<file path="src/rtl/router_rc_pipe_pkg.sv">
// Shared NoC definitions for the route-compute pipeline stage: output port codes,
// wormhole lock FSM states and routing-order selectors.
package router_rc_pipe_pkg;

  typedef enum logic [2:0] {
    PORT_EMPTY = 3'd0,
    PORT_LOCAL = 3'd1,
    PORT_X1    = 3'd2,  // towards x-1
    PORT_X2    = 3'd3,  // towards x+1
    PORT_Y1    = 3'd4,  // towards y-1
    PORT_Y2    = 3'd5   // towards y+1
  } port_e;

  typedef enum logic {
    ST_IDLE   = 1'b0,
    ST_LOCKED = 1'b1
  } state_e;

  localparam int MODE_XY = 0;
  localparam int MODE_YX = 1;

endpackage

</file>
<file path="src/rtl/router_rc_pipe_if.sv">
// Flit input / routed-flit output handshake bundle of the route-compute stage.
interface router_rc_pipe_if #(
  parameter int X_W = 2,
  parameter int Y_W = 1
) ();

  logic           in_valid;
  logic           in_ready;
  logic           in_head;
  logic           in_tail;
  logic [X_W-1:0] dst_x;
  logic [Y_W-1:0] dst_y;
  logic           out_valid;
  logic           out_ready;
  logic [2:0]     out_port;
  logic           out_head;
  logic           out_tail;
  logic           out_err;

  // Router side
  modport slave (
    input  in_valid, in_head, in_tail, dst_x, dst_y, out_ready,
    output in_ready, out_valid, out_port, out_head, out_tail, out_err
  );

  // Upstream source plus downstream sink side
  modport master (
    output in_valid, in_head, in_tail, dst_x, dst_y, out_ready,
    input  in_ready, out_valid, out_port, out_head, out_tail, out_err
  );

endinterface

</file>
<file path="src/rtl/router_rc_calc.sv">
// Combinational dimension-ordered route computation for a 2D mesh router,
// flagging destinations that lie outside the mesh.
module router_rc_calc
  import router_rc_pipe_pkg::*;
#(
  parameter int NUM_X = 4,
  parameter int NUM_Y = 2,
  parameter int X_W   = 2,
  parameter int Y_W   = 1,
  parameter int MODE  = MODE_XY
) (
  input  logic [X_W-1:0] i_cur_x,
  input  logic [Y_W-1:0] i_cur_y,
  input  logic [X_W-1:0] i_dst_x,
  input  logic [Y_W-1:0] i_dst_y,
  output port_e          o_port,
  output logic           o_err
);

  port_e w_x_port;
  port_e w_y_port;
  logic  w_x_diff;
  logic  w_y_diff;

  assign w_x_diff = (i_dst_x != i_cur_x);
  assign w_y_diff = (i_dst_y != i_cur_y);
  assign w_x_port = (i_dst_x > i_cur_x) ? PORT_X2 : PORT_X1;
  assign w_y_port = (i_dst_y > i_cur_y) ? PORT_Y2 : PORT_Y1;

  // Widened so the range test is exact even when the mesh fills the coordinate space.
  assign o_err = (32'(i_dst_x) >= 32'(NUM_X)) || (32'(i_dst_y) >= 32'(NUM_Y));

  always_comb begin
    o_port = PORT_LOCAL;
    if (o_err) begin
      o_port = PORT_EMPTY;
    end else if (MODE == MODE_YX) begin
      if (w_y_diff)      o_port = w_y_port;
      else if (w_x_diff) o_port = w_x_port;
    end else begin
      if (w_x_diff)      o_port = w_x_port;
      else if (w_y_diff) o_port = w_y_port;
    end
  end

endmodule

</file>
<file path="src/rtl/router_rc_pipe.sv">
// Route-compute pipeline stage: routes head flits, locks the port for the body of
// a wormhole packet and presents one registered flit behind a valid/ready handshake.
module router_rc_pipe
  import router_rc_pipe_pkg::*;
#(
  parameter int NUM_X = 4,
  parameter int NUM_Y = 2,
  parameter int X_W   = 2,
  parameter int Y_W   = 1,
  parameter int MODE  = MODE_XY
) (
  input  logic           clk,
  input  logic           rst_n,
  input  logic           en,
  input  logic [X_W-1:0] router_x,
  input  logic [Y_W-1:0] router_y,
  router_rc_pipe_if.slave bus
);

  state_e r_state, w_state_nxt;
  port_e  r_lock_port, w_lock_port_nxt;
  logic   r_lock_err, w_lock_err_nxt;
  port_e  w_calc_port;
  logic   w_calc_err;
  port_e  w_out_port_nxt;
  logic   w_out_err_nxt;
  logic   w_fire;

  logic   r_out_valid;
  port_e  r_out_port;
  logic   r_out_head;
  logic   r_out_tail;
  logic   r_out_err;

  router_rc_calc #(
    .NUM_X(NUM_X), .NUM_Y(NUM_Y), .X_W(X_W), .Y_W(Y_W), .MODE(MODE)
  ) u_calc (
    .i_cur_x (router_x),
    .i_cur_y (router_y),
    .i_dst_x (bus.dst_x),
    .i_dst_y (bus.dst_y),
    .o_port  (w_calc_port),
    .o_err   (w_calc_err)
  );

  assign bus.in_ready = en && (!r_out_valid || bus.out_ready);
  assign w_fire       = bus.in_valid && bus.in_ready;

  // NOTE: every output of this block gets a default first, so no path can infer a latch.
  always_comb begin
    w_state_nxt     = r_state;
    w_lock_port_nxt = r_lock_port;
    w_lock_err_nxt  = r_lock_err;
    w_out_port_nxt  = PORT_EMPTY;
    w_out_err_nxt   = 1'b1;
    if (w_fire) begin
      if (bus.in_head) begin
        // A head inside a locked packet means the previous tail was lost.
        w_out_port_nxt  = w_calc_port;
        w_out_err_nxt   = w_calc_err || (r_state == ST_LOCKED);
        w_lock_port_nxt = w_calc_port;
        w_lock_err_nxt  = w_calc_err;
        w_state_nxt     = bus.in_tail ? ST_IDLE : ST_LOCKED;
      end else if (r_state == ST_LOCKED) begin
        w_out_port_nxt = r_lock_port;
        w_out_err_nxt  = r_lock_err;
        if (bus.in_tail) w_state_nxt = ST_IDLE;
      end
    end
  end

  // NOTE: sequential state uses non-blocking assignments so every register samples pre-edge values.
  always_ff @(posedge clk or negedge rst_n) begin
    if (!rst_n) begin
      r_state     <= ST_IDLE;
      r_lock_port <= PORT_EMPTY;
      r_lock_err  <= 1'b0;
    end else begin
      r_state     <= w_state_nxt;
      r_lock_port <= w_lock_port_nxt;
      r_lock_err  <= w_lock_err_nxt;
    end
  end

  // NOTE: the output payload is reset along with valid, so no stale route is visible after reset.
  always_ff @(posedge clk or negedge rst_n) begin
    if (!rst_n) begin
      r_out_valid <= 1'b0;
      r_out_port  <= PORT_EMPTY;
      r_out_head  <= 1'b0;
      r_out_tail  <= 1'b0;
      r_out_err   <= 1'b0;
    end else if (w_fire) begin
      r_out_valid <= 1'b1;
      r_out_port  <= w_out_port_nxt;
      r_out_head  <= bus.in_head;
      r_out_tail  <= bus.in_tail;
      r_out_err   <= w_out_err_nxt;
    end else if (en && bus.out_ready) begin
      r_out_valid <= 1'b0;
    end
  end

  assign bus.out_valid = r_out_valid;
  assign bus.out_port  = r_out_port;
  assign bus.out_head  = r_out_head;
  assign bus.out_tail  = r_out_tail;
  assign bus.out_err   = r_out_err;

endmodule

</file>
<file path="src/flat_wrapper.sv">
// flat-port wrapper written by rule: the top's interface ports become plain ports
module router_rc_pipe_flat import router_rc_pipe_pkg::*;
#(
  parameter int NUM_X = 4,
  parameter int NUM_Y = 2,
  parameter int X_W   = 2,
  parameter int Y_W   = 1,
  parameter int MODE  = MODE_XY
)
  (clk, rst_n, en, router_x, router_y, bus_in_valid, bus_in_head, bus_in_tail, bus_dst_x, bus_dst_y, bus_out_ready, bus_in_ready, bus_out_valid, bus_out_port, bus_out_head, bus_out_tail, bus_out_err);
  router_rc_pipe_if #(.X_W(X_W), .Y_W(Y_W)) bus_i ();
  input  logic clk;
  input  logic rst_n;
  input  logic en;
  input  logic [X_W-1:0] router_x;
  input  logic [Y_W-1:0] router_y;
  input wire logic [$bits(bus_i.in_valid)-1:0] bus_in_valid;
  input wire logic [$bits(bus_i.in_head)-1:0] bus_in_head;
  input wire logic [$bits(bus_i.in_tail)-1:0] bus_in_tail;
  input wire logic [$bits(bus_i.dst_x)-1:0] bus_dst_x;
  input wire logic [$bits(bus_i.dst_y)-1:0] bus_dst_y;
  input wire logic [$bits(bus_i.out_ready)-1:0] bus_out_ready;
  output wire logic [$bits(bus_i.in_ready)-1:0] bus_in_ready;
  output wire logic [$bits(bus_i.out_valid)-1:0] bus_out_valid;
  output wire logic [$bits(bus_i.out_port)-1:0] bus_out_port;
  output wire logic [$bits(bus_i.out_head)-1:0] bus_out_head;
  output wire logic [$bits(bus_i.out_tail)-1:0] bus_out_tail;
  output wire logic [$bits(bus_i.out_err)-1:0] bus_out_err;
  assign bus_i.in_valid = bus_in_valid;
  assign bus_i.in_head = bus_in_head;
  assign bus_i.in_tail = bus_in_tail;
  assign bus_i.dst_x = bus_dst_x;
  assign bus_i.dst_y = bus_dst_y;
  assign bus_i.out_ready = bus_out_ready;
  assign bus_in_ready = bus_i.in_ready;
  assign bus_out_valid = bus_i.out_valid;
  assign bus_out_port = bus_i.out_port;
  assign bus_out_head = bus_i.out_head;
  assign bus_out_tail = bus_i.out_tail;
  assign bus_out_err = bus_i.out_err;
  router_rc_pipe #(.NUM_X(NUM_X), .NUM_Y(NUM_Y), .X_W(X_W), .Y_W(Y_W), .MODE(MODE)) u_core (.clk(clk), .rst_n(rst_n), .en(en), .router_x(router_x), .router_y(router_y), .bus(bus_i));
endmodule
</file>
<file path="config.mk">
export PLATFORM = sky130hd
export DESIGN_NAME = router_rc_pipe_flat
export DESIGN_NICKNAME = d
export VERILOG_FILES = /design/src/rtl/router_rc_pipe_pkg.sv /design/src/rtl/router_rc_pipe_if.sv /design/src/rtl/router_rc_calc.sv /design/src/rtl/router_rc_pipe.sv /design/src/flat_wrapper.sv
export SDC_FILE = /design/constraint.sdc
export NUM_CORES = 1
export LEC_CHECK = 0
export ABC_AREA = 1
export CAP_MARGIN = 20
export CORE_MARGIN = 3
export CORE_UTILIZATION = 45
export CTS_BUF_LIST = sky130_fd_sc_hd__clkbuf_16
export DETAILED_ROUTE_END_ITERATION = 8
export PLACE_DENSITY = 0.87
export SYNTH_ARGS = -nofsm -noshare
export SYNTH_HDL_FRONTEND = slang
export SYNTH_SLANG_ARGS = --single-unit
</file>
<file path="constraint.sdc">
create_clock -name clk -period 1.8 [get_ports clk]
set_input_delay 0.36 -clock clk [delete_from_list [all_inputs] [get_ports clk]]
set_output_delay 0.36 -clock clk [all_outputs]
set_load 0.005 [all_outputs]
</file>
==> results.json <==
{
  "yosys.cell_types.count": 16,
  "grt_max_degree": 12,
  "clock-sinks": 11,
  "fp.dieH_um": 42.15,
  "post_cts_resized": 1,
  "slowest_stage": "sky130_fd_sc_hd__clkdlybuf4s50_1",
  "route.detailed.vias_per_inst": 4.920,
  "worst_hold_slack_ns": 0.4570,
  "tritoncts_clock_tree": "done",
  "power_density_mw_per_mm2": 1047,
  "die_area_mm2": 0.001777,
  "global_route_wire_length_before_repair_mm": 2.270,
  "final.setup_skew_ns": 0.002429,
  "syn-num-nets": 88,
  "gpl.final_weighted_congestion": 0.7945,
  "power.static_leakage_nw": 0.4791,
  "yosys_warnings": 0,
  "core.rowCount": 12,
  "start_util_pct": 50.21,
  "cts.clk_slew.worst_paths_ns": 0.04,
  "drt_iter0_drc": 3,
  "slew-limit-headroom_pct": 67.22,
  "syn_inst": 72,
  "antenna_found_initial": 0,
  "sequential_area_share_after_synthesis_pct": 46.81,
  "num_antenna_cells": 0,
  "root_buffer": "sky130_fd_sc_hd__clkbuf_16",
  "die_x_um": 42.15,
  "outcome": "finished clean",
  "design.final.nets": 115,
  "detailedPlacementHpwl_um": 961,
  "synth-seq-cells": 11,
  "grt_setup_unrepaired": "no",
  "worst-setup-path-type": "in2out",
  "htree_num_levels": 1,
  "synth_area_per_cell_um2": 8.168,
  "wl_per_cell_um": 11.30,
  "placeableCoreArea_mm2": 0.001171,
  "path_max_fanout": 3,
  "via_count": 551,
  "achievable-frequency_mhz": 600.4,
  "ctsLongestPathBuffers": 2,
  "grt_remaining_overflow": 0,
  "grt_usage_pct": 17.82,
  "ff2ff_path_depth": 6,
  "post-route-min-period_ns": 1.665,
  "critPathCaptureType": "output pin",
  "timing_hold_violations_final": 0,
  "first_global_vias": 530,
  "antenna_left": 0,
  "timing.max_cap.violations": 0,
  "postRouteWirelength_mm": 1.266,
  "worst_setup_path_start_kind": "input pin",
  "layout.cells.most_common": "sky130_fd_sc_hd__nand2_1",
  "portBuffers": 20,
  "final-setup-viol-count": 0,
  "worstPathArrival_ns": 1.31,
  "max_slew.worst_pin.slew_ns": 0.4902,
  "critical_path.max_stage_delay_ns": 0.50,
  "path_cells": "clkdlybuf4s50_1 -> inv_1 -> o21ai_1 -> dlygate4sd2_1",
  "final_min_period_over_clock_period_pct": 92.52,
  "post_cts.repair.setup_buffers": 0,
  "ioPinCount": 21,
  "vdd.ir_drop.worst_v": 0.0008469,
  "insertion_delay_ns": 0.24,
  "cts-buffers-inserted": 3,
  "slew_viol_final": 0,
  "area_growth_syn_to_layout_pct": 52.13,
  "place_area_um2": 817.0,
  "synth.cell_area_um2": 588.1,
  "worstPathRequired_ns": 1.44,
  "drc": 0,
  "layout-drive-gt1-share_pct": 13.27,
  "timing.hold.worst.class": "in2async",
  "layout_common_cells": "sky130_fd_sc_hd__nand2_1 (26), sky130_fd_sc_hd__clkdlybuf4s50_1 (19), sky130_fd_sc_hd__inv_1 (13)",
  "stdcell_area_um2": 894.6,
  "postCtsHoldBufs": 0,
  "drt_pre_antenna_iters": 4
}
[final cells by class]
| type | count | area [µm²] |
|---|---|---|
| Fill cell | 78 | 276.5 |
| Timing Repair Buffer | 23 | 221.5 |
| Multi-Input combinational cell | 47 | 252.7 |
| Sequential cell | 11 | 275.3 |
| Tap cell | 14 | 17.52 |
| Clock buffer | 3 | 75.07 |
| Inverter | 13 | 48.80 |
| Clock inverter | 1 | 3.754 |
[synth_stat cells]
| cell type | number | area, µm² |
|---|---|---|
| sky130_fd_sc_hd__a21oi_2 | 1 | 8.760 |
| sky130_fd_sc_hd__buf_6 | 1 | 11.26 |
| sky130_fd_sc_hd__dfrtp_1 | 11 | 275.3 |
| sky130_fd_sc_hd__ha_1 | 3 | 37.54 |
| sky130_fd_sc_hd__inv_1 | 12 | 45.04 |
| sky130_fd_sc_hd__inv_2 | 1 | 3.750 |
| sky130_fd_sc_hd__nand2_1 | 26 | 97.59 |
| sky130_fd_sc_hd__nand3_1 | 8 | 40.04 |
| sky130_fd_sc_hd__nand3_2 | 1 | 10.01 |
| sky130_fd_sc_hd__nor2_1 | 1 | 3.750 |
| sky130_fd_sc_hd__nor2_2 | 1 | 6.260 |
| sky130_fd_sc_hd__nor2_4 | 1 | 11.26 |
| sky130_fd_sc_hd__o21ai_1 | 1 | 5.000 |
| sky130_fd_sc_hd__o21ai_2 | 2 | 17.52 |
| sky130_fd_sc_hd__or2_0 | 1 | 6.260 |
| sky130_fd_sc_hd__xor2_1 | 1 | 8.760 |
[power breakdown]
part | switching (W) | internal (W)
Clock | 0.000104 | 0.000291
Sequential | 0.0000301 | 0.000298
Combinational | 0.0000889 | 0.000124
Total | 0.000223 | 0.000714
[critical path, delay by kind of cell]
family | cells | cell delay [ns]
AO/OA/AOI/OAI | 1 | 0.14
buffers and inverters | 3 | 0.80
[per-stage QoR]
stage | setup WS, ns | utilization (%) | setup TNS (ns) | instances | total power (W)
after floorplan | 0.6296 | - | 0 | 72 | 0.0004226
after global placement | -0.1090 | 69.77 | -0.1090 | 108 | 0.0005382
after detailed placement | -0.1394 | 69.77 | -0.1394 | 108 | 0.0005470
after CTS | 0.1247 | 76.39 | 0 | 112 | 0.0009490
after global routing | 0.03370 | 76.39 | 0 | 112 | 0.0009950
final | 0.1346 | 76.39 | 0 | 112 | 0.0009364
[worst paths after layout]
check,slack [ns],endpoint,startpoint
min in group clk,0.47,u_core.r_lock_port[0],u_core.r_lock_port[0]
worst max-delay path,0.13,bus_in_ready,en
worst min-delay path,0.46,u_core.bus.out_tail,rst_n
max in group asynchronous,1.01,u_core.r_lock_port[2],rst_n
worst min register to register,0.47,u_core.r_lock_port[0],u_core.r_lock_port[0]
worst max register to register,0.68,u_core.r_lock_port[2],u_core.bus.out_valid
[routing by layer]
layer	vias to the layer above	GRT usage [%]	wire, µm
met4	0	10.56	38
met5	-	0	0
met1	251	20.05	549
met2	19	27.47	589
met3	5	8.155	89
li1	276	-	-
[flip-flops by register name (all words and copies together) (netlist names)]
register              count
u_core.bus.out_valid      1
u_core.bus.out_err        1
u_core.r_state            1
u_core.bus.out_port       3
u_core.r_lock_port        3
u_core.bus.out_head       1
u_core.bus.out_tail       1
[cells by family (layout without fill, tap and decap cells)]
logic type / Yosys count / in the layout / synth area share (%)
AO/OA/AOI/OAI: 4 / 4 / 5.319
XOR/XNOR: 1 / 1 / 1.490
adder cells (fa/ha/maj): 3 / 3 / 6.384
buffers and inverters: 14 / 40 / 10.21
flip-flops: 11 / 11 / 46.81
AND/OR/NAND/NOR: 39 / 39 / 29.79
Power figures use the tool's default switching activity.
